## src/rtl/program_loader.sv

```systemverilog
// program_loader: assembles big-endian byte pairs into 16-bit instructions and writes them to
// instruction memory while holding the CPU in reset. Optional trailing checksum byte: PROGRAM_LOADER_CHECKSUM_EN.
module program_loader #(
  parameter logic [15:0] BASE_ADDR = 16'h0000
) (
  input  logic        clk,
  input  logic        reset,
  input  logic        start,
  input  logic [15:0] word_count,
  input  logic [7:0]  byte_in,
  input  logic        byte_valid,
  output logic        byte_ready,
  output logic [15:0] instruction_in,
  output logic [15:0] load_address,
  output logic        load_instruction,
  output logic        pc_reset,
  output logic        busy,
  output logic        done,
  output logic        error
);

`ifdef PROGRAM_LOADER_CHECKSUM_EN
  typedef enum logic [2:0] {IDLE, HI, LO, WRITE, CHK, DONE, ERROR} state_t;
  localparam state_t END_STATE = CHK;
`else
  typedef enum logic [2:0] {IDLE, HI, LO, WRITE, DONE} state_t;
  localparam state_t END_STATE = DONE;
`endif

  state_t      state_q, state_d;
  logic [15:0] instr_q, instr_d;
  logic [15:0] addr_q, addr_d;
  logic [15:0] remaining_q, remaining_d;
  logic        byte_ready_q, byte_ready_d;
  logic        load_q, load_d;
  logic        pc_reset_q, pc_reset_d;
  logic        busy_q, busy_d;
  logic        done_q, done_d;
  logic        accept;
  logic        can_start;

`ifdef PROGRAM_LOADER_CHECKSUM_EN
  logic [7:0]  csum_q, csum_d;
  logic        error_q, error_d;
`endif

  // byte_ready is registered from the next state, so it is a clean function of the current state
  assign accept    = byte_ready_q & byte_valid;
  assign can_start = start & ((state_q == IDLE) | (state_q == DONE)
`ifdef PROGRAM_LOADER_CHECKSUM_EN
                              | (state_q == ERROR)
`endif
                             );

  always_comb begin
    state_d     = state_q;
    instr_d     = instr_q;
    addr_d      = addr_q;
    remaining_d = remaining_q;
`ifdef PROGRAM_LOADER_CHECKSUM_EN
    csum_d      = csum_q;
`endif
    case (state_q)
      HI: begin
        if (accept) begin
          instr_d[15:8] = byte_in;
`ifdef PROGRAM_LOADER_CHECKSUM_EN
          csum_d        = csum_q ^ byte_in;
`endif
          state_d       = LO;
        end
      end
      LO: begin
        if (accept) begin
          instr_d[7:0] = byte_in;
`ifdef PROGRAM_LOADER_CHECKSUM_EN
          csum_d       = csum_q ^ byte_in;
`endif
          state_d      = WRITE;
        end
      end
      WRITE: begin
        addr_d      = addr_q + 16'd1;
        remaining_d = remaining_q - 16'd1;
        state_d     = (remaining_q != 16'd1) ? HI : END_STATE;
      end
`ifdef PROGRAM_LOADER_CHECKSUM_EN
      CHK: begin
        if (accept) begin
          state_d = (byte_in == csum_q) ? DONE : ERROR;
        end
      end
`endif
      default: begin
      end
    endcase

    if (can_start) begin
      addr_d      = BASE_ADDR;
      remaining_d = word_count;
`ifdef PROGRAM_LOADER_CHECKSUM_EN
      csum_d      = 8'h00;
`endif
      state_d     = (word_count != 16'd0) ? HI : END_STATE;
    end
  end

  // Status outputs are decoded from the next state so they change together with the state register
  always_comb begin
    load_d     = (state_d == WRITE);
    pc_reset_d = (state_d != DONE);
    done_d     = (state_d == DONE);
`ifdef PROGRAM_LOADER_CHECKSUM_EN
    byte_ready_d = (state_d == HI) | (state_d == LO) | (state_d == CHK);
    busy_d       = (state_d == HI) | (state_d == LO) | (state_d == WRITE) | (state_d == CHK);
    error_d      = (state_d == ERROR);
`else
    byte_ready_d = (state_d == HI) | (state_d == LO);
    busy_d       = (state_d == HI) | (state_d == LO) | (state_d == WRITE);
`endif
  end

  always_ff @(posedge clk or posedge reset) begin
    if (reset) begin
      state_q      <= IDLE;
      instr_q      <= 16'h0000;
      addr_q       <= BASE_ADDR;
      remaining_q  <= 16'h0000;
      byte_ready_q <= 1'b0;
      load_q       <= 1'b0;
      pc_reset_q   <= 1'b1;
      busy_q       <= 1'b0;
      done_q       <= 1'b0;
`ifdef PROGRAM_LOADER_CHECKSUM_EN
      csum_q       <= 8'h00;
      error_q      <= 1'b0;
`endif
    end else begin
      state_q      <= state_d;
      instr_q      <= instr_d;
      addr_q       <= addr_d;
      remaining_q  <= remaining_d;
      byte_ready_q <= byte_ready_d;
      load_q       <= load_d;
      pc_reset_q   <= pc_reset_d;
      busy_q       <= busy_d;
      done_q       <= done_d;
`ifdef PROGRAM_LOADER_CHECKSUM_EN
      csum_q       <= csum_d;
      error_q      <= error_d;
`endif
    end
  end

  assign byte_ready       = byte_ready_q;
  assign instruction_in   = instr_q;
  assign load_address     = addr_q;
  assign load_instruction = load_q;
  assign pc_reset         = pc_reset_q;
  assign busy             = busy_q;
  assign done             = done_q;
`ifdef PROGRAM_LOADER_CHECKSUM_EN
  assign error            = error_q;
`else
  assign error            = 1'b0;
`endif

endmodule

```

## config.mk

```make
export PLATFORM = sky130hd
export DESIGN_NAME = program_loader
export DESIGN_NICKNAME = d
export VERILOG_FILES = /design/src/rtl/program_loader.sv
export SDC_FILE = /design/constraint.sdc
export NUM_CORES = 1
export LEC_CHECK = 0
export ABC_AREA = 1
export CELL_PAD_IN_SITES_DETAIL_PLACEMENT = 0
export CELL_PAD_IN_SITES_GLOBAL_PLACEMENT = 1
export CORE_ASPECT_RATIO = 0.5
export CORE_MARGIN = 2
export CORE_UTILIZATION = 33
export DETAILED_ROUTE_END_ITERATION = 6
export PLACE_DENSITY = 0.73
export SYNTH_ARGS = -nofsm -noshare
export SYNTH_HDL_FRONTEND = slang
export SYNTH_SLANG_ARGS = --single-unit
export TNS_END_PERCENT = 1
```

## constraint.sdc

```tcl
create_clock -name clk -period 1.45 [get_ports clk]
set_input_delay 0.145 -clock clk [delete_from_list [all_inputs] [get_ports clk]]
set_output_delay 0.145 -clock clk [all_outputs]
set_load 0.03 [all_outputs]
```

==> impl_metrics.yaml <==
global_routing:
  grt_max_degree: 26
  grt_pass1_vias: 2685
  antenna_found_initial: 0
  grt_usage_pct: 16.41
  grt_pass1_wl_mm: 12.99
  grt-ovfl-total: 0
cells_and_area:
  antenna_cells: 0
  finalCoreUtilization_pct: 49.23
  synthToLayoutAreaGrowth_pct: 43.47
  num-nets-final: 532
  final_cell_mix: "99 x nand2_1, 53 x dfrtp_1, 44 x buf_4"
  drive_above_1_share_pct: 19.32
  final_common_cell: "nand2_1"
power_and_ir_drop:
  leakage_nw: 2.122
  ir_worst_vdd_mv: 0.4384
  power.density_mw_per_mm2: 687.7
status:
  outcome: "complete, but fails checks"
  violations: "setup timing"
setup_path:
  critPathCaptureType: "flip-flop"
  ff2ff_setup_slack_ns: -0.001
  cp_data_required_time_ns: 1.64
  arrival_ns: 1.65
  crit_path_max_fanout: 4
  reg2reg_depth: 11
  worst-setup-path-type: "reg -> reg"
  worst_r2r_startpoint: "remaining_q[1]$_DFFE_PP0P_"
  crit_path_start_kind: "flip-flop"
  timing.rr.end: "byte_ready$_DFF_PP0_"
drt:
  first_iter_violations: 68
  wire_per_inst_microns: 12.63
  avgViaCountPerCell: 4.588
  finalWirelength_mm: 7.821
  drc: 0
  first_pass_iters: 4
  postRouteAntennaNets: 0
  vias: 2840
clock_network:
  cts_buffers: 5
  cts_root_buf: "clkbuf_16"
  htreeDepth: 2
  cts.sinks: 56
  cts_tree: "done"
  worst_setup_hold_path_clk_slew_ns: 0.08
  clk_latency_ns: 0.30
  clockBufferDepth: 2
place:
  place_ws_ns: -0.1147
  gp_congestion: 0.8103
  dp_hpwl_mm: 5.947
  portBuffers: 64
floorplan:
  num_rows: 24
  ioPinCount: 66
  core_sq_mm: 0.008798
  die_area_sq_mm: 0.009977
  fp.dieH_microns: 71.64
  die_x_microns: 139.3
  start_util_pct: 34.31
logic_synthesis:
  synth_fp_nets: 424
  synth_area_leaders: "dfrtp_1 46%, nand2_1 13%, inv_1 5.7%"
  synth-seq-area-share_pct: 46.46
  synth_ff_type: "dfrtp_1"
  synth_seq_cells: 56
  synth_top_area_share_pct: 45.59
  synth_warnings: 0
  netlist_area_sq_mm: 0.003019
  syn-instance-count: 393
  synth-edff-count: 0
  yosys.area.top_type: "dfrtp_1"
  synth.avg_cell_area_sq_um: 7.682
  synthArstFlopShare_pct: 100.0
  synth.distinct_cells: 34
min_path:
  hp-class: "in -> async"
job:
  drv_cap: 0
timing:
  fmax_ghz: 0.6890
  finalSetupViolations: 1
  hold_viol: 0
  drv_slew: 0
  finalCritPeriodShare_pct: 100.1
  finalClockSkew_ns: 0.006057
  worst_slack_ns: -0.001305
  fin_crit_ns: 1.451
  grt_setup_unrepaired: "true"
-- sequential cells by signal, summed over array words and instances (netlist names) --
| name | cells |
|---|---|
| busy | 1 |
| byte_ready | 1 |
| done | 1 |
| instruction_in | 16 |
| load_address | 16 |
| load_instruction | 1 |
| pc_reset | 1 |
| remaining_q | 16 |
| state_q | 3 |
-- power breakdown --
group | internal, mW | switching (mW)
combinational | 0.0828 | 0.0639
clock | 0.655 | 0.617
sequential | 1.56 | 0
-- per-layer routing --
layer | up-vias | track usage, % | wire [microns]
met5 | - | 0 | 0
met4 | 0 | 4.714 | 84
met1 | 1299 | 23.33 | 4023
met3 | 7 | 4.144 | 337
li1 | 1493 | - | -
met2 | 41 | 25.05 | 3376
-- cells by family (layout without fill, tap and decap cells) --
kind of cell | count (synthesis) | after routing | share of synthesized area, %
compound gates | 60 | 60 | 11.81
xor+xnor | 6 | 6 | 1.741
fa+ha+maj | 3 | 3 | 1.243
buf+inv | 64 | 173 | 8.330
flops | 56 | 56 | 46.46
other cells | 1 | 1 | 0.1242
simple gates | 203 | 203 | 30.29
-- how the worst max path moves through the flow --
| stage | startpoint | end | slack, ns |
|---|---|---|---|
| after floorplan | load_address[1]$_DFFE_PP0P_ | load_address[10]$_DFFE_PP0P_ | -0.05 |
| after global routing | state_q[2]$_DFF_PP0_ | load_address[10]$_DFFE_PP0P_ | -0.14 |
| after global placement | word_count[8] | pc_reset$_DFF_PP1_ | -0.11 |
| after CTS | busy$_DFF_PP0_ | busy | 0.01 |
| after detailed placement | word_count[8] | pc_reset$_DFF_PP1_ | -0.11 |
| final | remaining_q[1]$_DFFE_PP0P_ | byte_ready$_DFF_PP0_ | -0.001 |
-- worst max-delay path, cell delays in order, from the launching register on --
cell and delay (ns):
dfrtp_1 0.39, inv_2 0.12, ha_4 0.15, inv_2 0.03
nor2_2 0.06, nand2_1 0.05, nor2_1 0.12, nand3_1 0.10
nand2_1 0.11, nand2_2 0.09, nand3_2 0.08, nand2_1 0.05
-- what timing repair did --
item / CTS / global route
gates resized for setup: 43 / 22
pin swaps: 0 / 7
endpoints found under the setup margin: 41 / 22
buffers inserted: 0 / 4
hold buffers: 0 / 0
-- cell usage after synthesis, types with 2 or more instances --
master and number:
nor2_2 4, o21bai_1 4, nand2_1 101, nand3_1 24, a21oi_1 9, nor3_1 6
clkbuf_1 2, and3_1 2, o21ai_1 25, o211ai_1 8, inv_2 9, ha_1 3
nand3_4 2, nor2_1 42, dfrtp_1 55, o21ai_0 7, inv_1 46, xor2_1 6
buf_2 6, nand4_1 18
-- final cells by class --
cell class                 count  area, sq um
clock buffer                   5        125.1
timing repair buffer         110        968.4
tap                          117        146.4
multi-input combinational    273         1445
fill                         894         4467
clock inverter                 3        26.28
inverter                      55        215.2
sequential                    56         1405
-- metrics by stage --
step                 TNS [ns]  power (mW)  cells  area [sq um]  hold WS, ns
floorplan            -0.05144       1.633    393          3023       0.2251
detailed placement    -0.4152       1.743    607          4105       0.4693
global route          -0.7021       3.090    619          4332       0.1515
finish              -0.001305       2.979    619          4332       0.1367
CTS                         0       3.034    615          4224       0.1330
global placement      -0.4224       1.741    607          4105       0.4702
(Power assumes the default switching activity.)
==> RTL change: new RTL, same settings <==
Re-encode `state_t` (5 states) as Gray code, 3 bits wide.
--- a/src/rtl/program_loader.sv
+++ b/src/rtl/program_loader.sv
@@ -24,5 +24,5 @@
   localparam state_t END_STATE = CHK;
 `else
-  typedef enum logic [2:0] {IDLE, HI, LO, WRITE, DONE} state_t;
+  typedef enum logic [2:0] {IDLE = 3'b000, HI = 3'b001, LO = 3'b011, WRITE = 3'b010, DONE = 3'b110} state_t;
   localparam state_t END_STATE = DONE;
 `endif
Behaviour: no difference found for any inputs over 10 cycles, from zero or initial values and one cycle with reset high; not proved beyond that.
==> RTL change against the unedited design <==
  * The flow still finishes with violations (setup timing)
  * Non-clock buffer count increased by 12
  * Sequential share of layout area decreased by 0.98 points
  * Wire length increased by 6.2%
  * Cell count increased by 2.7%
  * Synthesized area increased by 1.0%
  * Worst hold slack improved by 40 ps
  * Cell area increased by 3.1%
  * Worst setup slack got worse by 13 ps
  * Critical path type unchanged
  * Largest cell class unchanged
  * Power increased by 1.7%
  * Critical path depth unchanged
  * Clock power increased by 3%
  * Global-route usage increased by 1.2 points
  * Via count increased by 3.6%
  * Sequential cell count unchanged
==> RTL change: results (changes against the unedited design) <==
outcome: "complete, but fails checks"  # unchanged
ctsHtreeMaxLevel: 2  # unchanged
most_used_standard_cells_in_the_synthesized_netlist: "97 x nand2_1, 55 x dfrtp_1, 52 x inv_1"  # was 101 x nand2_1, 55 x dfrtp_1, 46 x inv_1
dr_wl_met2_mm: 3.52  # was 3.38 mm
num-nets-final: 549  # was 532
cts.repair.resized: 49  # was 43
failed_checks: "setup timing"  # unchanged
dr.first_iter.drc_count: 207  # was 68
total_switching_power_w: 0.000708  # was 0.000681 W
final-setup-viol-count: 2  # was 1
drive_above_1_share_pct: 22.4  # was 19.3%
power_leakage_nw: 2.20  # was 2.12 nW
largest_net_degree_at_the_start_of_global_routing: 21  # was 26
grt_util_met1_pct: 26.1  # was 23.3%
largest_fanout_of_any_net_on_the_critical_path: 3  # was 4
post_synth.cell_area_avg_um2: 7.65  # was 7.68 um^2
cp_slowest_stage_delay_ps: 370  # was 390 ps
dp_slack_ps: -140  # was -115 ps
track_usage_pct: 17.6  # was 16.4%
syn_nets: 430  # was 424
placed_cells_incl_taps: 620  # was 607
timing.critical_path.to: "busy$_DFF_PP0_"  # was byte_ready$_DFF_PP0_
synth-compound-area-share_pct: 12.0  # was 11.8%
clock-root-buffer: "clkbuf_16"  # unchanged
portBuffers: 64  # unchanged
final.setup.tns_ps: -15.2  # was -1.31 ps
vdd.ir_drop.worst_mv: 0.481  # was 0.438 mV
post-route-worst-setup-slack_ps: -13.9  # was -1.31 ps
synthTopCellsByArea: "dfrtp_1 45%, nand2_1 12%, inv_1 6.4%, o21ai_0 5.9%, nor2_1 5.3%"  # was dfrtp_1 46%, nand2_1 13%, inv_1 5.7%, nor2_1 5.2%, o21ai_1 4.1%
grt_use_met2_pct: 27.3  # was 25.1%
dpl.hpwl_mm: 6.25  # was 5.95 mm
finalClockSkew_ps: 7.35  # was 6.06 ps
gp_congestion: 0.826  # was 0.810
timing.hold.ws_ps: 177  # was 137 ps
cp_slowest_cell: "dfrtp_1"  # unchanged
yosysSeqAreaShare_pct: 46.0  # was 46.5%
gr-usage-met3_pct: 3.96  # was 4.14%
post_synth_xor_area_fraction_pct: 2.01  # was 1.74%
wl_met3_um: 426  # was 337 um
met1Wirelength_mm: 4.32  # was 4.02 mm
post_drt_via_cell_ratio: 4.63  # was 4.59
synth_cell_types: 35  # was 34
grt_first_pass_wirelength_mm: 14.4  # was 13.0 mm
route.final.wire_length_mm: 8.31  # was 7.82 mm
## RTL change: cell types whose count changed after synthesis, sizes merged, moves of 2 or more
cell | unedited run | this run
inv | 55 | 59
o22ai | 0 | 2
nand3 | 27 | 29
and3 | 2 | 0
buf | 7 | 9
o21ai | 33 | 37
a21boi | 0 | 2
nand4 | 18 | 11
nor3 | 8 | 12
a21oi | 9 | 11
o211ai | 8 | 4
## RTL change: power by group through the flow
stage | logic, W | registers [W] | clock network, W
after floorplan | 0.0000415 | 0.00159 | 0
after global placement | 0.000163 | 0.00159 | 0
after detailed placement | 0.000163 | 0.00159 | 0
after CTS | 0.000164 | 0.00156 | 0.00135
after global routing | 0.000179 | 0.00156 | 0.00141
final | 0.000160 | 0.00156 | 0.00131
## RTL change: area by class of cell
cell class	count	area (um^2)
well taps	117	146
clock inverters	3	28.8
repair buffers	122	1090
multi-input cells	274	1450
fillers	886	4360
inverters	59	228
clock buffers	5	125
flip-flops and latches	56	1410
